### config.mk
export PLATFORM = sky130hd
export DESIGN_NAME = scrambler_ctrl
export DESIGN_NICKNAME = d
export VERILOG_FILES = /design/src/rtl/scrambler_ctrl_pkg.sv /design/src/rtl/scrambler_ctrl_lfsr.sv /design/src/rtl/scrambler_ctrl.sv
export SDC_FILE = /design/constraint.sdc
export NUM_CORES = 1
export LEC_CHECK = 0
export ABC_AREA = 1
export CELL_PAD_IN_SITES_DETAIL_PLACEMENT = 1
export CELL_PAD_IN_SITES_GLOBAL_PLACEMENT = 2
export CORE_MARGIN = 10
export CORE_UTILIZATION = 25
export CTS_CLUSTER_DIAMETER = 200
export DETAILED_ROUTE_END_ITERATION = 10
export GPL_ROUTABILITY_DRIVEN = 0
export GPL_TIMING_DRIVEN = 0
export PLACE_DENSITY = 0.89
export SETUP_SLACK_MARGIN = 0.2
export SYNTH_ARGS = -nofsm -noshare
export SYNTH_HDL_FRONTEND = slang
export SYNTH_HIERARCHICAL = 1
export SYNTH_SLANG_ARGS = --single-unit
### constraint.sdc
create_clock -name clk -period 2.3 [get_ports clk]
set_input_delay 0.46 -clock clk [delete_from_list [all_inputs] [get_ports clk]]
set_output_delay 0.46 -clock clk [all_outputs]
set_load 0.005 [all_outputs]
### src/rtl/scrambler_ctrl_pkg.sv
// Shared definitions for the scrambler signature block: FSM state encoding,
// default LFSR geometry and the feedback tap positions.
package scrambler_ctrl_pkg;

    typedef enum logic [1:0] {
        IDLE = 2'd0,
        RUN  = 2'd1,
        HOLD = 2'd2
    } state_e;

    localparam int DEF_WIDTH = 220;
    localparam int DEF_STEP  = 18;

    // Galois feedback taps; the MSB is the feedback source.
    localparam int TAP0 = 0;
    localparam int TAP1 = 23;
    localparam int TAP2 = 121;
    localparam int TAP3 = 168;

    function automatic logic is_tap(input int idx);
        return (idx == TAP0) || (idx == TAP1) || (idx == TAP2) || (idx == TAP3);
    endfunction

endpackage

### src/rtl/scrambler_ctrl_lfsr.sv
// lfsr_0: combinational STEP-bit advance of a Galois LFSR.
// Each step shifts left, XORs the tap mask in when the old MSB was 1, and
// XORs serial_in[i] into bit 0 (bit 0 of serial_in is applied first).
// Ports:
//   data_load  - current LFSR state
//   serial_in  - STEP serial bits
//   data_out   - state after STEP steps
module lfsr_0
    import scrambler_ctrl_pkg::*;
#(
    parameter int WIDTH = DEF_WIDTH,
    parameter int STEP  = DEF_STEP
) (
    input  logic [WIDTH-1:0] data_load,
    input  logic [STEP-1:0]  serial_in,
    output logic [WIDTH-1:0] data_out
);

    logic [WIDTH-1:0] w_mask;
    logic [WIDTH-1:0] w_acc;
    logic             w_fb;

    for (genvar g = 0; g < WIDTH; g++) begin : g_mask
        assign w_mask[g] = is_tap(g);
    end

    always_comb begin
        w_acc = data_load;
        w_fb  = 1'b0;
        for (int i = 0; i < STEP; i++) begin
            w_fb     = w_acc[WIDTH-1];
            w_acc    = {w_acc[WIDTH-2:0], 1'b0} ^ (w_fb ? w_mask : '0);
            w_acc[0] = w_acc[0] ^ serial_in[i];
        end
        data_out = w_acc;
    end

endmodule

### src/rtl/scrambler_ctrl.sv
// scrambler_ctrl: folds a frame of STEP-bit words into a WIDTH-bit LFSR
// signature. A start in IDLE loads the seed; RUN accepts one word per cycle;
// HOLD presents the signature until out_ready.
// Ports:
//   clk, rst         - clock, async active-low reset
//   start, seed      - frame start (IDLE only) and initial LFSR state
//   in_valid/in_data/in_last/in_ready - word input handshake
//   out_valid/out_data/out_err/out_ready - signature output handshake
//   word_cnt         - words accepted in current/last frame (saturating)
//   busy             - not IDLE
module scrambler_ctrl
    import scrambler_ctrl_pkg::*;
#(
    parameter int WIDTH     = DEF_WIDTH,
    parameter int STEP      = DEF_STEP,
    parameter int MAX_WORDS = 1024
) (
    input  logic             clk,
    input  logic             rst,
    input  logic             start,
    input  logic [WIDTH-1:0] seed,
    input  logic             in_valid,
    input  logic [STEP-1:0]  in_data,
    input  logic             in_last,
    output logic             in_ready,
    output logic             out_valid,
    output logic [WIDTH-1:0] out_data,
    output logic             out_err,
    input  logic             out_ready,
    output logic [15:0]      word_cnt,
    output logic             busy
);

    // Frame-length counter is separate from word_cnt so the limit check
    // still works when MAX_WORDS exceeds the 16-bit saturating counter.
    localparam int FW = $clog2(MAX_WORDS + 1);

    state_e           r_fsm, w_fsm_nxt;
    logic [WIDTH-1:0] r_state;
    logic [WIDTH-1:0] w_lfsr;
    logic [15:0]      r_cnt;
    logic [FW-1:0]    r_frm;
    logic             r_err;
    logic             w_accept;
    logic             w_at_limit;

    lfsr_0 #(
        .WIDTH (WIDTH),
        .STEP  (STEP)
    ) u_lfsr (
        .data_load (r_state),
        .serial_in (in_data),
        .data_out  (w_lfsr)
    );

    assign w_accept   = in_valid & in_ready;
    assign w_at_limit = (r_frm == FW'(MAX_WORDS - 1));

    always_ff @(posedge clk or negedge rst) begin
        if (!rst) r_fsm <= IDLE;
        else      r_fsm <= w_fsm_nxt;
    end

    always_comb begin
        w_fsm_nxt = r_fsm;
        case (r_fsm)
            IDLE:    if (start) w_fsm_nxt = RUN;
            RUN:     if (w_accept && (in_last || w_at_limit)) w_fsm_nxt = HOLD;
            HOLD:    if (out_ready) w_fsm_nxt = IDLE;
            default: w_fsm_nxt = IDLE;
        endcase
    end

    always_ff @(posedge clk or negedge rst) begin
        if (!rst) begin
            r_state <= '0;
            r_cnt   <= '0;
            r_frm   <= '0;
            r_err   <= 1'b0;
        end else begin
            case (r_fsm)
                IDLE: begin
                    if (start) begin
                        r_state <= seed;
                        r_cnt   <= '0;
                        r_frm   <= '0;
                        r_err   <= 1'b0;
                    end
                end
                RUN: begin
                    if (w_accept) begin
                        r_state <= w_lfsr;
                        if (r_cnt != 16'hFFFF) r_cnt <= r_cnt + 16'd1;
                        r_frm   <= r_frm + 1'b1;
                        // A last word arriving exactly at the limit is a
                        // complete frame, not a truncation.
                        r_err   <= ~in_last & w_at_limit;
                    end
                end
                default: ;
            endcase
        end
    end

    assign in_ready  = (r_fsm == RUN);
    assign out_valid = (r_fsm == HOLD);
    assign busy      = (r_fsm != IDLE);
    assign out_data  = r_state;
    assign out_err   = r_err;
    assign word_cnt  = r_cnt;

endmodule

==> results.yml <==
detailed_routing:
  ant_nets: 0
  via_per_inst: 4.73
  drc: 0
  drt-initial-drc-count: 880
  vias: 15300
  dr.pass1.iters: 5
  drt_wl_total_microns: 78000
  wire_per_inst_microns: 24.1
sta:
  max_slew_margin: 0.559
  maxSlewViolCount: 0
  worst_pin_slew_ns: 0.662
  hold_viol_final: 0
  finalCriticalPeriod_ns: 2.07
  finalSetupViolations: 0
  fmax_mhz: 482
  fin_tns_setup_ns: 0
  rsz0062_at_grt: "true"
  finalCritPeriodShare: 0.901
  fin_skew_ns: 0.0286
yosys:
  ys_seq_elements: 250
  syn_nets: 2153
  ys_types: 29
  synth_top_family_by_area: "simple AND/OR/NAND/NOR gates"
  netlist_area_sq_um: 13900
  synthMuxAreaShare: 0
  syn_avg_cell_area_sq_um: 7.31
  synth_seq_area_share: 0.448
  synth_compound_area_frac: 0.110
  synth_fa_ha_area_frac: 0.00179
  ys_top_cells_by_area: "dfrtp_1, nand2_1, a31oi_1"
  synth_cells: 1907
  synth_xor_area_frac: 0.00440
  ys.warnings.count: 6
  yosysTopAreaCellShare: 0.448
  synth-simple-area-share: 0.283
  yosysTopAreaCell: "dfrtp_1"
setup_path:
  critPathLaunchType: "flop"
  required_ns: 1.84
  cp-end-kind: "primary output"
  arrival_ns: 1.61
  cpPeakStageDelay_ns: 0.57
  cp_max_fo: 4
  crit_chain: "clkdlybuf4s50_1"
  cp_slowest_cell: "clkdlybuf4s50_1"
  critical_path_buf_inv_count: 1
  cpLargestDelayFamily: "buffers and inverters"
  worst-setup-path-type: "flop to primary output"
cells_and_area:
  multiInputGateArea_sq_um: 5580
  nFillCells: 6727
  syn_to_final_growth_pct: 51.8
  drive_gt1_frac: 0.142
  final_common_cell: "nand2_1"
  nets: 2695
  final_cell_mix: "nand2_1, clkdlybuf4s50_1, nor2_1"
  regArea_sq_um: 6310
pwr:
  p_int_mw: 18.4
  peakVddDrop_uv: 575
  powerDensity_nw_per_um2: 1580
  power.leakage_nw: 9.74
  seq_power_share: 0.274
  clockPowerShare: 0.159
  swShare: 0.450
  power_frac_comb: 0.567
  finalPower_mw: 33.6
  net-switching-power_mw: 15.1
clock_tree:
  ctsLongestPathBuffers: 3
  cts.sinks: 250
  clockRootBuffer: "clkbuf_16"
  cts_buffers: 34
  tritoncts: "yes"
  clock_latency_ns: 0.54
  clkTransAtPathRegs_ns: 0.06
  h-tree-depth: 2
floorplan:
  die_h_microns: 256
  die-area_sq_um: 65600
  rows: 86
  start_util: 0.253
  die_w_microns: 256
  coreArea_sq_um: 55200
  io_pins: 484
global_route:
  grt_pass1_wl_microns: 114000
  antenna_found_initial: 16
  grt_pass1_vias: 16700
  grtUsageTotal: 0.231
  grt_max_degree: 115
  overflow: 0
run_status:
  status: "completed"
place:
  dp_hpwl_microns: 60800
  io_buffers: 483
hold_path:
  min_path_type: "input pin to async pin"
job:
  drv_cap: 0
==> final cells by class <==
class / count / area share
well taps: 748 / 0.0442
inverters: 120 / 0.0213
clock inverters: 8 / 0.00473
plain buffers: 250 / 0.0824
flip-flops and latches: 250 / 0.298
repair buffers: 506 / 0.239
clock buffers: 49 / 0.0462
diodes: 12 / 0.00142
multi-input cells: 1287 / 0.263
==> power groups by stage <==
stage | sequential (mW) | clock [mW] | combinational [mW]
2_1_floorplan | 8.38 | 0 | 8.96
6_report | 9.18 | 5.33 | 19.0
5_1_grt | 9.45 | 5.61 | 20.8
4_1_cts | 9.17 | 5.43 | 19.1
3_5_place_dp | 9.73 | 0 | 18.0
3_3_place_gp | 9.66 | 0 | 17.6
==> kinds of logic (layout without fill, tap and decap cells) <==
kind of cell / Yosys count / after routing
simple gates: 1030 / 1030
xor+xnor: 7 / 7
fa+ha+maj: 2 / 2
flops: 250 / 250
compound gates: 248 / 248
other cells: 0 / 12
buf+inv: 370 / 933
==> what timing repair did <==
item	in CTS	in global routing
resized for setup	43	43
gates cloned	0	0
endpoints found under the hold margin	38	0
hold buffers	1	0
pin swaps	1	0
setup endpoints to repair	64	138
setup buffers	20	0
==> path summary, 6_finish.rpt <==
kind                                     from       endpoint  slack, ns  cells past startpoint
worst max-delay path            out_data[160]  out_data[160]       0.23                      1
worst min-delay path                      rst  out_data[194]       0.41                      2
worst max register to register       r_fsm[0]   out_data[77]       0.31                      9
worst min register to register        out_err        out_err       0.54                      2
max in group asynchronous                 rst  out_data[155]       0.92                      3
min in group clk                     seed[61]   out_data[61]       0.49                      3
==> stage by stage <==
step                 util  hold WS [ns]  cell area [sq um]  setup WS, ns  std cells
finish              0.384         0.410              21200         0.227       3230
global route        0.384         0.456              21200         0.177       3229
CTS                 0.382         0.405              21100         0.200       3218
detailed placement  0.358         0.375              19800        -0.250       3140
global placement    0.357         0.518              19700        -10.75       3138
floorplan               -         0.164              13900         0.650       1907
==> routing by layer <==
metal  track usage  wire, microns  vias up
met5             0             11        -
met4        0.0952           2740        2
met3        0.0534           5180      109
met2         0.397          38300      507
met1         0.274          31800     7618
li1              -              -     7050
==> cell usage after synthesis <==
library cell,count
nand3_1,17
inv_2,21
clkbuf_1,33
o21ai_0,16
nor2_4,1
nor3_1,5
nand3b_1,2
buf_4,151
o21ai_1,1
buf_8,1
a21oi_4,1
a21oi_1,6
xnor2_1,2
nand2_1,740
a31oi_1,220
ha_1,2
xor2_1,5
buf_6,12
a22o_1,1
o21bai_1,3
nor2_1,251
buf_2,51
nand3_2,1
nand2_2,1
nand4_1,11
nor2_2,1
buf_1,2
dfrtp_1,250
inv_1,99
==> worst reg2reg max path, cell delays in order (launching register included) <==
cell and delay, ns:
dfrtp_1 0.38, inv_2 0.07, nor2_4 0.12, buf_4 0.18, nand2_1 0.11, nand2_1 0.10
buf_4 0.24, buf_4 0.25, buf_2 0.28, a31oi_1 0.12
==> sequential cells by signal, indices dropped and copies added, names as in the netlist <==
name,count
out_data,220
word_cnt,16
r_frm,11
r_fsm,2
out_err,1
(Power assumes the default switching activity.)
